--- src/rtl/ahb_dec_pkg.sv ---
// Shared types and constants for the AHB-Lite channel decoder.
// Transfer encodings, decoder states and the size-to-lane mask helper.
package ahb_dec_pkg;

    localparam logic [1:0] HTRANS_IDLE   = 2'd0;
    localparam logic [1:0] HTRANS_BUSY   = 2'd1;
    localparam logic [1:0] HTRANS_NONSEQ = 2'd2;
    localparam logic [1:0] HTRANS_SEQ    = 2'd3;

    localparam logic [1:0] HSIZE_BYTE = 2'd0;
    localparam logic [1:0] HSIZE_HALF = 2'd1;
    localparam logic [1:0] HSIZE_WORD = 2'd2;
    localparam logic [1:0] HSIZE_ILL  = 2'd3;

    typedef enum logic [1:0] {
        S_IDLE,
        S_DATA,
        S_ERR1,
        S_ERR2
    } state_e;

    function automatic logic [15:0] size_mask(input logic [1:0] sz);
        logic [15:0] m;
        unique case (sz)
            HSIZE_BYTE: m = 16'h0001;
            HSIZE_HALF: m = 16'h0003;
            HSIZE_WORD: m = 16'h000F;
            default:    m = 16'h0000;
        endcase
        return m;
    endfunction

endpackage

--- src/rtl/ahb_wait_timer.sv ---
// Wait-state counter: clears on clr, counts while en, flags the
// cycle in which the count reaches MAX_WAIT.
module ahb_wait_timer #(
    parameter int MAX_WAIT = 15
) (
    input  logic clk,
    input  logic rst,
    input  logic clr,
    input  logic en,
    output logic timeout
);

    localparam int CNT_W = $clog2(MAX_WAIT + 1);
    localparam logic [CNT_W-1:0] LAST = CNT_W'(MAX_WAIT - 1);

    logic [CNT_W-1:0] cnt_q;
    logic [CNT_W-1:0] cnt_d;

    always_comb begin
        timeout = en && (cnt_q == LAST);
        cnt_d   = cnt_q;
        if (clr || timeout) begin
            cnt_d = '0;
        end else if (en) begin
            cnt_d = cnt_q + CNT_W'(1);
        end
    end

    always_ff @(posedge clk) begin
        if (rst) begin
            cnt_q <= '0;
        end else begin
            cnt_q <= cnt_d;
        end
    end

endmodule

--- src/rtl/ahb_chan_decoder.sv ---
// AHB-Lite slave decoder: per-channel FIFO data windows plus a
// byte-addressable register window, with wait states and timeout errors.
module ahb_chan_decoder
    import ahb_dec_pkg::*;
#(
    parameter int          ADDR_W   = 8,
    parameter int          NUM_CH   = 2,
    parameter int          MAX_WAIT = 15,
    parameter logic [15:0] WR_MASK  = 16'h0100
) (
    input  logic              clk,
    input  logic              rst,
    input  logic              hsel,
    input  logic [ADDR_W-1:0] haddr,
    input  logic [1:0]        htrans,
    input  logic [1:0]        hsize,
    input  logic              hwrite,
    output logic              hready,
    output logic              hresp,
    input  logic [NUM_CH-1:0] ch_rx_valid,
    input  logic [NUM_CH-1:0] ch_tx_ready,
    output logic [NUM_CH-1:0] get_rx_data,
    output logic [NUM_CH-1:0] store_tx_data,
    output logic              reg_rd,
    output logic              reg_wr,
    output logic [15:0]       reg_be
);

    localparam int CH_W = (NUM_CH > 1) ? $clog2(NUM_CH) : 1;

    state_e            state_q, state_d;
    logic              is_reg_q, is_reg_d;
    logic              write_q, write_d;
    logic [CH_W-1:0]   ch_q, ch_d;
    logic [15:0]       be_q, be_d;

    logic              accept;
    logic              a_is_reg;
    logic [CH_W-1:0]   a_ch;
    logic [15:0]       a_be;
    logic              a_err;
    logic              ch_ok;
    logic              done;
    logic              wait_en;
    logic              wait_clr;
    logic              timeout;

    // Address-phase decode, used only when the transfer is accepted.
    always_comb begin
        a_is_reg = haddr[ADDR_W-1];
        a_ch     = (NUM_CH > 1) ? haddr[ADDR_W-2 -: CH_W] : '0;
        a_be     = size_mask(hsize) << haddr[3:0];
        a_err    = (hsize == HSIZE_ILL)
                || ((hsize == HSIZE_HALF) && haddr[0])
                || ((hsize == HSIZE_WORD) && (haddr[1:0] != 2'b00))
                || (a_is_reg && (haddr[ADDR_W-2:4] != '0))
                || (a_is_reg && hwrite && ((a_be & ~WR_MASK) != 16'h0000));
    end

    always_comb begin
        ch_ok = write_q ? ch_tx_ready[ch_q] : ch_rx_valid[ch_q];
    end

    always_comb begin
        state_d       = state_q;
        is_reg_d      = is_reg_q;
        write_d       = write_q;
        ch_d          = ch_q;
        be_d          = be_q;
        hready        = 1'b1;
        hresp         = 1'b0;
        get_rx_data   = '0;
        store_tx_data = '0;
        reg_rd        = 1'b0;
        reg_wr        = 1'b0;
        reg_be        = 16'h0000;
        done          = 1'b0;
        wait_en       = 1'b0;

        unique case (state_q)
            S_IDLE: begin
            end
            S_DATA: begin
                if (is_reg_q || ch_ok) begin
                    done    = 1'b1;
                    state_d = S_IDLE;
                    if (is_reg_q) begin
                        reg_rd = !write_q;
                        reg_wr = write_q;
                        reg_be = be_q;
                    end else if (write_q) begin
                        store_tx_data = NUM_CH'(1) << ch_q;
                    end else begin
                        get_rx_data = NUM_CH'(1) << ch_q;
                    end
                end else begin
                    hready  = 1'b0;
                    wait_en = 1'b1;
                    if (timeout) begin
                        state_d = S_ERR1;
                    end
                end
            end
            S_ERR1: begin
                hready  = 1'b0;
                hresp   = 1'b1;
                state_d = S_ERR2;
            end
            S_ERR2: begin
                hresp   = 1'b1;
                state_d = S_IDLE;
            end
            default: begin
                state_d = S_IDLE;
            end
        endcase

        accept = hsel && hready
              && ((htrans == HTRANS_NONSEQ) || (htrans == HTRANS_SEQ));

        // A new address phase overlaps any completing data phase.
        if (accept) begin
            state_d  = a_err ? S_ERR1 : S_DATA;
            is_reg_d = a_is_reg;
            write_d  = hwrite;
            ch_d     = a_ch;
            be_d     = a_be;
        end

        wait_clr = !wait_en;
    end

    ahb_wait_timer #(
        .MAX_WAIT (MAX_WAIT)
    ) u_timer (
        .clk     (clk),
        .rst     (rst),
        .clr     (wait_clr),
        .en      (wait_en),
        .timeout (timeout)
    );

    always_ff @(posedge clk) begin
        if (rst) begin
            state_q  <= S_IDLE;
            is_reg_q <= 1'b0;
            write_q  <= 1'b0;
            ch_q     <= '0;
            be_q     <= 16'h0000;
        end else begin
            state_q  <= state_d;
            is_reg_q <= is_reg_d;
            write_q  <= write_d;
            ch_q     <= ch_d;
            be_q     <= be_d;
        end
    end

endmodule
--- config.mk ---
export PLATFORM = sky130hd
export DESIGN_NAME = ahb_chan_decoder
export DESIGN_NICKNAME = d
export VERILOG_FILES = /design/src/rtl/ahb_dec_pkg.sv /design/src/rtl/ahb_wait_timer.sv /design/src/rtl/ahb_chan_decoder.sv
export SDC_FILE = /design/constraint.sdc
export NUM_CORES = 1
export LEC_CHECK = 0
export CORE_MARGIN = 2
export CORE_UTILIZATION = 38
export CTS_CLUSTER_SIZE = 30
export DETAILED_ROUTE_END_ITERATION = 16
export HOLD_SLACK_MARGIN = 0.03
export PLACE_DENSITY = 0.67
export RECOVER_POWER = 100
export SLEW_MARGIN = 20
export SYNTH_ARGS = -nofsm -noshare
export SYNTH_HDL_FRONTEND = slang
export SYNTH_HIERARCHICAL = 1
export SYNTH_SLANG_ARGS = --single-unit
export TNS_END_PERCENT = 1
--- constraint.sdc ---
create_clock -name clk -period 3.4 [get_ports clk]
set_clock_uncertainty 0.15 [all_clocks]
set_input_delay 1.02 -clock clk [delete_from_list [all_inputs] [get_ports clk]]
set_output_delay 1.02 -clock clk [all_outputs]
set_load 0.05 [all_outputs]
## Word-level counts from Yosys, hierarchy flattened

Cells that the tools add are included.

| storage, ports and cells | value |
|---|---|
| register bits | 25 |
| input port bits | 20 |
| output and inout bits | 24 |

| operators by class | value |
|---|---|
| add/sub/neg operators | 1 |
| order comparisons | 1 |
| equality and inequality tests | 10 |
| shifts and indexed selects | 2 |
| muxes and demuxes | 33 |
| reductions and logical operators | 25 |

Operators by type and width:

| cell | number |
|---|---|
| $mux W16 | 3 |
| $mux W2 | 12 |
| $reduce_bool A16 Y1 | 1 |
| $shl A16 B4 Y16 | 1 |
| $mux W1 | 15 |
| $eq A2 B2 Y1 const B | 6 |
| $pmux W4 S3 | 1 |
| $logic_and A1 B1 Y1 | 8 |
| $logic_or A1 B1 Y1 | 7 |
| $pmux W2 S3 | 1 |
| $add A4 B1 Y4 const B | 1 |
| $eq A2 B1 Y1 const B | 2 |
| $eq A4 B4 Y1 const B | 1 |
| $ne A4 B4 Y1 const B | 1 |
| $reduce_bool A4 Y1 | 1 |
| $reduce_or A2 Y1 | 2 |
| $reduce_bool A3 Y1 | 1 |
| $logic_not A1 Y1 | 2 |
| $logic_not A2 Y1 | 1 |
| $lt A1 B2 Y1 const B | 1 |
| $pmux W1 S2 | 1 |
| $reduce_and A2 Y1 | 1 |
| $reduce_bool A2 Y1 | 1 |
| $shl A1 B1 Y2 const A | 1 |

## Depth between registers and ports, before layout

| logic depth | value |
|---|---|
| depth after elaboration | 11 |
| depth in mapped cells | 8 |

## Cells and area by module

The synthesis kept the hierarchy.

By module, submodules not included:

| module | times used | cells an instance | area each (µm²) |
|---|---|---|---|
| ahb_chan_decoder | 1 | 191 | 1415.1 |
| ahb_wait_timer | 1 | 19 | 195.2 |

## Least setup slack after synthesis

No wires, ideal clock.

| timing path | value |
|---|---|
| path type | input to output |
| start point | in ch_tx_ready[0] |
| end point | out hready |
| data arrival time | 2.186 ns |
| path slack | 0.044 ns |
| cell stages on the path | 4 |
| buffers on the path | 0 |
| cells stage by stage | nand2_1 -> a32oi_2 -> inv_2 -> nor2_1 |

| between the ends | value |
|---|---|
| word-level cells in the longest chain between the ends | 6 |

Ends and longest elaborated chain:

| item | line | source |
|---|---|---|
| start: declaration | ahb_chan_decoder.sv:21 | `input logic [NUM_CH-1:0] ch_tx_ready,` |
| $mux W1 (implied by the code) (2 in a row) | ahb_chan_decoder.sv:61 | `ch_ok = write_q ? ch_tx_ready[ch_q] : ch_rx_valid[ch_q];` |
| $mux W1 | ahb_chan_decoder.sv:61 |  |
| $logic_or A1 B1 Y1 | ahb_chan_decoder.sv:84 | `if (is_reg_q \|\| ch_ok) begin` |
| $mux W1 | ahb_chan_decoder.sv:84 |  |
| $pmux W1 S2 | ahb_chan_decoder.sv:80 | `unique case (state_q)` |
| end: declaration | ahb_chan_decoder.sv:18 | `output logic hready,` |

No other way between the ends. The select of a mux whose other input is x is not followed.

## Worst setup path in the final report

| timing path | value |
|---|---|
| start point | in ch_rx_valid[1] |
| end point | out hready |

| between the ends | value |
|---|---|
| word-level cells in the longest chain between the ends | 6 |

Ends and longest elaborated chain:

| item | line | source |
|---|---|---|
| start: declaration | ahb_chan_decoder.sv:20 | `input logic [NUM_CH-1:0] ch_rx_valid,` |
| $mux W1 (implied by the code) (2 in a row) | ahb_chan_decoder.sv:61 |  |
| $mux W1 | ahb_chan_decoder.sv:61 |  |
| $logic_or A1 B1 Y1 | ahb_chan_decoder.sv:84 |  |
| $mux W1 | ahb_chan_decoder.sv:84 |  |
| $pmux W1 S2 | ahb_chan_decoder.sv:80 |  |

No other way between the ends. The select of a mux whose other input is x is not followed.

==> flow_summary.ini <==
[synth]
synth_area_um2 = 1610
synth_top_family_by_area = simple AND/OR/NAND/NOR gates
synthMuxAreaShare = 0.0264
synth_compound_area_frac = 0.166
synth_ff_type = dfxtp_1
synthXorXnorAreaFrac = 0.0218
synth_cells = 210
synth_fp_nets = 236
yosysTopAreaCellShare = 0.311
yosysSeqAreaShare = 0.311
ys_async_sr_fraction = 0
synth_edf_count = 0
syn_avg_cell_area_um2 = 7.67
yosys.area.top_type = dfxtp_1
synth-simple-area-share = 0.373
synth_fa_ha_area_frac = 0.0466
ys_types = 48
ys_warn_count = 6
synth_area_leaders = dfxtp_1, a21oi_1, and2_1, nand2_1, nor2_1
synth.ff_latch_count = 25

[final_layout]
layout_commonest_cell = nand2_1
fin_util = 0.545
final_nets = 285
nFillCells = 416
layout-drive-gt1-share = 0.124
layout_common_cells = nand2_1, dfxtp_1, a21oi_1, nor2_1, dlygate4sd3_1
antennaDiodeCount = 0
synthToLayoutAreaGrowth_pct = 36.4

[floorplan]
dieArea_um2 = 4770
initial_utilization = 0.400
die_x_um = 69.1
rows = 23
core-area_um2 = 4030
ios = 44
die_h_um = 69.1

[global_route]
overflow = 0
grt_use_total = 0.149
grt_pass1_vias = 1374
grt_max_degree = 23
antenna_found_initial = 0
grt_pass1_wl_mm = 6.07

[timing]
fin_crit_ns = 3.34
tightestPinTransition_ns = 0.607
slew_headroom = 0.597
finalSetupTns_ns = 0
rsz0062_at_grt = no
holdWs_ns = 0.300
setup_viol = 0
clock.fmax_ghz = 0.299
post-route-period-util = 0.984
maxSlewViolCount = 0
final_hold_viol_count = 0

[power_and_ir_drop]
p_per_area_nw_per_um2 = 296
p_leak_uw = 0.000944
ir_worst_vdd_v = 0.000138
report.power.total_uw = 650

[cts]
cts.htree.levels = 1
path_clk_slew_ns = 0.09
cts_root_buffer = clkbuf_8
cts_made_buffers = 3
cts_sinks = 25
clock_latency_ns = 0.26
clockBufferDepth = 2
cts_tree = yes
hold_buffers = 0

[setup_path]
path_max_fanout = 2
rrSetupSlack_ns = 0.75
crit_type = input port to output port
path_cells = clkdlybuf4s50_1, mux2i_1, a32oi_2, inv_2, nor2_4, buf_12
crit_arrival_ns = 2.17
r2r_end = be_q[7]
rr_startpoint = write_q
crit_family = buffers and inverters
end_kind = output port
required_ns = 2.23
worstRegToRegCells = 8
crit_path_start_kind = input port
worst-path-buf-inv = 3
cpPeakStageDelay_ns = 0.46
cpMaxStageDelayCell = clkdlybuf4s50_1

[routing]
ant_nets = 0
drt_iter0_markers = 69
vias = 1559
drt_wl_total_mm = 3.52
drt-pass1-iter-count = 6
route.detailed.drc = 0
detail_route.wl_per_cell_um = 11.4
via_per_inst = 5.06

[min_path]
min_path_cells = 2
hold-path-endpoint = be_q[6]
min_from = be_q[6]
min_path_type = flip-flop to flip-flop

[place]
place_hpwl_mm = 2.71
io_buffers = 42
gp_congestion = 0.813

[status]
status = finished, final reports clean

[run]
drv_cap = 0
state kept, by name (all words and copies together), names as in the netlist:
name           flops
is_reg_q           1
state_q            2
ch_q               1
write_q            1
be_q              16
u_timer/cnt_q      4
worst max-delay path by stage:
| stage | slack, ns | endpoint | depth (start not counted) | from |
|---|---|---|---|---|
| finish | 0.06 | hready | 6 | ch_rx_valid[1] |
| global placement | -0.05 | hready | 6 | ch_tx_ready[0] |
| global route | 0.007 | hready | 6 | ch_rx_valid[1] |
| floorplan | 0.04 | hready | 4 | ch_tx_ready[0] |
| detailed placement | -0.04 | hready | 6 | ch_tx_ready[0] |
| CTS | 0.008 | hready | 6 | ch_tx_ready[0] |
power breakdown:
group          switching (µW)  internal [µW]  total [µW]
Clock                    90.7           81.9         173
Combinational            88.7           77.6         166
Sequential               7.96            303         311
Total                     187            462         650
cells by family (layout without fill, tap and decap cells):
family / Yosys count / in the layout
AO/OA/AOI/OAI: 41 / 41
XOR/XNOR: 4 / 4
multiplexers: 4 / 4
AND/OR/NAND/NOR: 108 / 108
flip-flops: 25 / 25
buffers and inverters: 22 / 70
adder cells (fa/ha/maj): 6 / 6
metal layers:
layer	routed length, µm	GRT usage	vias up
li1	-	-	823
met1	1820	0.213	693
met2	1520	0.230	39
met3	136	0.0205	4
met4	47	0.0523	0
met5	0	0	-
tightest hold or removal path: stages (launching register included):
cell and delay (ns):
dfxtp_1 0.31, nand2_1 0.05, a21oi_1 0.05
Yosys cell counts (3+ instances only):
cell / instances
a21oi_1: 22
and2_1: 17
and3b_1: 4
clkbuf_1: 13
dfxtp_1: 25
ha_1: 6
inv_1: 6
nand2_1: 27
nand3_1: 5
nand3b_1: 4
nor2_1: 22
nor2b_1: 4
nor3_1: 4
o21ai_0: 4
o31ai_1: 3
xor2_1: 3
through the flow:
| stage | setup WS (ns) | area (µm²) | cells |
|---|---|---|---|
| final | 0.0558 | 2200 | 308 |
| after global routing | 0.00674 | 2200 | 308 |
| after CTS | 0.00785 | 2250 | 307 |
| after detailed placement | -0.0419 | 2200 | 303 |
| after global placement | -0.0466 | 2200 | 303 |
| after floorplan | 0.0443 | 1610 | 210 |
final cells by class:
cell class                      instances  area (µm²)  share of cell area
Inverter                                7        26.3              0.0120
Clock buffer                            3        41.3              0.0188
Clock inverter                          1        5.00             0.00228
Multi-Input combinational cell        163        1020               0.462
Tap cell                               50        62.6              0.0285
Sequential cell                        25         500               0.228
Timing Repair Buffer                   59         546               0.248
repair_timing:
item | CTS | global route
gates resized for setup | 1 | 6
setup buffers | 0 | 1
endpoints found under the setup margin | 1 | 7
hold endpoints to repair | 0 | 0
cloned | 0 | 0
pin swaps | 0 | 2
No activity file was read; power rests on OpenSTA's default activity.
